===== src/rtl/mips_fetch.sv =====
// Instruction fetch unit: fetches one word at a time, presents it to the decoder and,
// for BEQ/BNE, holds the PC until the ALU stage resolves the branch.
module mips_fetch #(
  parameter int unsigned     PC_W     = 32,
  parameter logic [PC_W-1:0] RESET_PC = '0
) (
  input  logic            clk,
  input  logic            reset_n,
  input  logic            fetch_en,
  output logic            imem_req,
  output logic [PC_W-1:0] imem_addr,
  input  logic            imem_ack,
  input  logic [15:0]     imem_rdata,
  output logic [15:0]     instr,
  output logic            instr_valid,
  input  logic            instr_ready,
  output logic [PC_W-1:0] pc_out,
  input  logic            br_res_valid,
  input  logic            alu_zero,
  output logic            br_taken
);

  typedef enum logic [1:0] {
    StIdle,
    StFetch,
    StIssue,
    StBrWait
  } state_e;

  state_e          state_q, state_d;
  logic [PC_W-1:0] pc_q, pc_d;
  logic [15:0]     instr_q, instr_d;
  logic            br_taken_q, br_taken_d;

  logic [2:0]      op_lo;
  logic            is_beq, is_bne, is_branch;
  logic            resolve_taken;
  logic [PC_W-1:0] pc_inc, br_off, pc_tgt;

  // The held instruction word still describes the branch while waiting in StBrWait.
  assign op_lo     = instr_q[14:12];
  assign is_beq    = (op_lo == 3'b101);
  assign is_bne    = (op_lo == 3'b110);
  assign is_branch = is_beq | is_bne;

  assign resolve_taken = (is_beq & alu_zero) | (is_bne & ~alu_zero);

  // Size cast sign-extends or truncates the 6-bit offset to the PC width.
  assign br_off = PC_W'($signed(instr_q[5:0]));
  assign pc_inc = pc_q + PC_W'(1);
  assign pc_tgt = pc_inc + br_off;

  always_comb begin
    state_d    = state_q;
    pc_d       = pc_q;
    instr_d    = instr_q;
    br_taken_d = 1'b0;
    unique case (state_q)
      StIdle: begin
        if (fetch_en) state_d = StFetch;
      end
      StFetch: begin
        if (imem_ack) begin
          instr_d = imem_rdata;
          state_d = StIssue;
        end
      end
      StIssue: begin
        if (instr_ready) begin
          if (is_branch) begin
            state_d = StBrWait;
          end else begin
            pc_d    = pc_inc;
            state_d = fetch_en ? StFetch : StIdle;
          end
        end
      end
      StBrWait: begin
        if (br_res_valid) begin
          br_taken_d = resolve_taken;
          pc_d       = resolve_taken ? pc_tgt : pc_inc;
          state_d    = fetch_en ? StFetch : StIdle;
        end
      end
    endcase
  end

  always_ff @(posedge clk or negedge reset_n) begin
    if (!reset_n) begin
      state_q    <= StIdle;
      pc_q       <= RESET_PC;
      instr_q    <= 16'h0000;
      br_taken_q <= 1'b0;
    end else begin
      state_q    <= state_d;
      pc_q       <= pc_d;
      instr_q    <= instr_d;
      br_taken_q <= br_taken_d;
    end
  end

  assign imem_req    = (state_q == StFetch);
  assign imem_addr   = pc_q;
  assign instr       = instr_q;
  assign instr_valid = (state_q == StIssue);
  assign pc_out      = pc_q;
  assign br_taken    = br_taken_q;

endmodule


===== config.mk =====
export PLATFORM = sky130hd
export DESIGN_NAME = mips_fetch
export DESIGN_NICKNAME = d
export VERILOG_FILES = /design/src/rtl/mips_fetch.sv
export SDC_FILE = /design/constraint.sdc
export NUM_CORES = 1
export LEC_CHECK = 0
export BUFFER_PORTS_ARGS = -buffer_cell sky130_fd_sc_hd__buf_2
export CAP_MARGIN = 20
export CORE_UTILIZATION = 30
export CTS_CLUSTER_DIAMETER = 150
export DETAILED_ROUTE_END_ITERATION = 10
export GPL_TIMING_DRIVEN = 1
export HOLD_SLACK_MARGIN = 0.1
export SETUP_SLACK_MARGIN = 0.4
export SYNTH_ARGS = -nofsm -noshare
export SYNTH_HDL_FRONTEND = slang
export SYNTH_SLANG_ARGS = --single-unit
export TNS_END_PERCENT = 1

===== constraint.sdc =====
create_clock -name clk -period 9.85 [get_ports clk]
set_clock_uncertainty 0.1 [all_clocks]
set_input_delay 0.4925 -clock clk [delete_from_list [all_inputs] [get_ports clk]]
set_output_delay 0.4925 -clock clk [all_outputs]
set_load 0.01 [all_outputs]

==> parameters.txt <==
Parameter                              Value

Logic synthesis
  Number of enable flip-flop cells after synthesis    0
  Sequential-to-total area share from yosys stat    0.262
  FFs w/ async S/R, synth    1.00
  Post-Synthesis Cells    602
  Seq cells post-synth    51
  Yosys top cell by area    sky130_fd_sc_hd__dfrtp_1
  Top flip-flop cell by instance count after synthesis    sky130_fd_sc_hd__dfrtp_1
  Number of warnings printed during yosys synthesis    0
  Number of distinct library cell variants in the gate-level netlist after synthesis    58
  Top area cells in the synthesized netlist    sky130_fd_sc_hd__dfrtp_1 26%, sky130_fd_sc_hd__ha_1 10%, sky130_fd_sc_hd__a21oi_1 6.3%
  Netlist area before placement    0.00488 mm²
  Average size of a mapped cell    8.11 µm²
  Synthesized net count    665
  Top cell type's share of synthesized area    0.262

Timing
  Max Transition Viols Final    0
  Fmax    217 MHz
  Worst hold margin    201 ps
  Period minus WS final    4600 ps
  Minimum setup slack in the final design    5250 ps
  Final critical-path share of the clock period    0.467
  Unrepaired setup endpoints after global routing    no
  Final setup viols    0
  Normalized max-slew margin    0.536
  Final Hold Fails    0
  Actual transition at the worst max-transition pin    694 ps
  Final-layout setup total negative slack    0 ps

GRT
  Antenna violations before repair    0
  Global-route wire length before repair    21.2 mm
  GRT overflow    0
  Pin count of the biggest net entering global routing    52
  Overall routing resource usage    0.159
  Via count of the first global-routing pass    4184

Layout
  Area added between synthesis and finish    13.7%
  Share of final-layout standard cells stronger than drive strength 1    0.221
  Most common cell after layout, fill and taps aside    sky130_fd_sc_hd__buf_2
  Most frequent cells in the layout    105 x sky130_fd_sc_hd__buf_2, 66 x sky130_fd_sc_hd__nand2_1, 61 x sky130_fd_sc_hd__a21oi_1, 51 x sky130_fd_sc_hd__dfrtp_1, 39 x sky130_fd_sc_hd__ha_1
  Number of diodes    0
  Sequential cell area    0.00128 mm²
  Net count of the finished layout    726
  Post-layout util    0.349
  Number of filler instances in the final layout    1715
  Multi-input gate area in the final layout    0.00320 mm²

Power
  Combinational power share    0.682
  Share of total power consumed by net switching    0.498
  Leakage component of the power    2.55 nW
  Net load switching power    0.953 mW
  Internal Dissipation    0.962 mW
  Clock network fraction of total power    0.110
  Part of the power in registers    0.208
  P per Cell Area    345 mW/mm²
  Total power of the final layout    1.91 mW
  Peak ir drop on the vdd network    0.000137 V

Route
  First-pass iteration count of the detailed router    4
  Initial DRC Count    188
  Length of routed wiring on met1    6.42 mm
  Total routed wirelength    13.0 mm
  Number of remaining DRC errors    0
  Number of vias per cell after detailed routing    5.05
  Post-DRT Antenna Nets    0
  Total number of vias    4446
  Highest metal layer used by the detailed router    met4
  Average wire length per cell after detail routing    14.8 µm
  Met2 WL post-DR    5.85 mm
  Met3 WL    555 µm

Critical path
  Kind of start point of the critical path    register
  Delay contributed by the slowest stage of the critical path    500 ps
  Crit path max fanout    7
  Worst reg2reg path startpoint    imem_addr[0]
  Reg-to-reg endpoint    imem_addr[31]
  Worst Setup EP    imem_addr[31]
  Slowest cell on the critical path    sky130_fd_sc_hd__nor4_2
  Timing startpoint of the critical path    imem_addr[0]
  FF-to-FF setup slack    5250 ps
  Worst setup EP type    register
  Most numerous cell on the critical path    sky130_fd_sc_hd__nand2_1
  Cells along the critical path    nand3_1 -> nor2_1 -> nand4_1 -> nor4_2 -> nand2_1 -> xnor2_1 -> ha_1 -> nand2_1 -> o21ai_1 -> a311oi_2 -> a21oi_2 -> a221o_1 -> a41oi_2 -> mux2i_1 -> a21oi_1 -> a31o_1 -> xor2_1
  Depth of the most critical reg-to-reg path    17
  Critical path class    register to register
  Required time worst endpoint    9950 ps
  Arrival time of data at the critical path endpoint    4700 ps

CTS
  Clock latency reported for the late side of the worst-skew pair    310 ps
  Clock transition at the register clock pins on the worst setup and hold paths after CTS    70 ps
  Hold buffers post-CTS    0
  Quantity of gates resized following cts    0
  Post-CTS setup buffer count    0
  CTS sink count    51
  Clock root cell    sky130_fd_sc_hd__clkbuf_16
  CTS buffer count    5
  Clk buf depth    2
  Total number of H-tree levels    2
  CTS tree    done

Outcome
  Status    finished, final reports clean

Floorplanning
  Chip Width    130 µm
  Starting density of the core    0.307
  Area of the die    0.0168 mm²
  I/O pins    106
  Row Count    46
  Die outline height    130 µm
  Std-Cell Core Area    0.0159 mm²

Placement
  Worst slack after detailed placement    5290 ps
  Number of port buffers    105
  Final HPWL DP    9.66 mm
  Final weighted congestion in routability-driven placement    0.842

Run
  Number of max-capacitance violations reported    0

Worst hold path
  Classification of the worst-slack hold path    input port to async pin
Yosys cell counts, drive strengths merged (6+ instances only):
cell type,n
ha,39
dfrtp,51
nor2,35
nor3,18
nor2b,8
nand2,67
nand4,13
a21oi,62
buf,37
and4,6
xor2,17
and3,8
nand3,22
xnor2,34
mux2,16
a21o,12
o21ai,50
a211oi,6
o22ai,6
inv,16
nand2b,6
clkbuf,20
state kept, by name, summed over array words and instances (netlist names):
signal / flops
imem_addr: 32
br_taken: 1
state_q: 2
instr: 16
cell type report:
type,count,share of cell area
inverters,16,0.0108
multi-input cells,478,0.577
flip-flops and latches,51,0.230
repair buffers,111,0.103
clock buffers,5,0.0225
clock inverters,3,0.00857
well taps,216,0.0487
worst min-delay path by stage:
stage	start	end	cells past startpoint
floorplan	reset_n	br_taken	0
global placement	instr[7]	instr[7]	1
detailed placement	instr[9]	instr[9]	1
CTS	reset_n	br_taken	2
global route	reset_n	br_taken	2
finish	reset_n	br_taken	2
through the flow:
| step | area, µm² | std cells |
|---|---|---|
| final | 5550 | 880 |
| after global placement | 5380 | 872 |
| after CTS | 5550 | 880 |
| after detailed placement | 5380 | 872 |
| after floorplan | 4880 | 602 |
| after global routing | 5550 | 880 |
layer usage:
metal,vias up,track usage
li1,2262,-
met1,2056,0.220
met2,113,0.254
met3,15,0.0281
met4,0,0.0424
met5,-,0
cell families (layout without fill, tap and decap cells):
group	after synthesis	count (layout)	synth area share
AOI/OAI and AO/OA	175	175	0.222
xor gates and xnor gates	51	51	0.0915
adders and majority gates	40	40	0.104
buffers and inverters	73	135	0.0831
DFF	51	51	0.262
muxes	18	18	0.0410
and+or+nand+nor	194	194	0.197
critical path: cells and delay by family (launching register included):
| family | cells | cell delay [ps] |
|---|---|---|
| xor gates and xnor gates | 2 | 400 |
| and+or+nand+nor | 6 | 1520 |
| DFF | 1 | 450 |
| muxes | 1 | 270 |
| adders and majority gates | 1 | 340 |
| AOI/OAI and AO/OA | 7 | 1420 |
power groups by stage:
stage | clock [mW] | combinational [mW] | sequential (mW)
2_1_floorplan | 0 | 0.984 | 0.426
3_3_place_gp | 0 | 1.31 | 0.400
3_5_place_dp | 0 | 1.30 | 0.403
4_1_cts | 0.218 | 1.31 | 0.400
5_1_grt | 0.224 | 1.46 | 0.419
6_report | 0.211 | 1.31 | 0.398
Power figures use the tool's default switching activity.
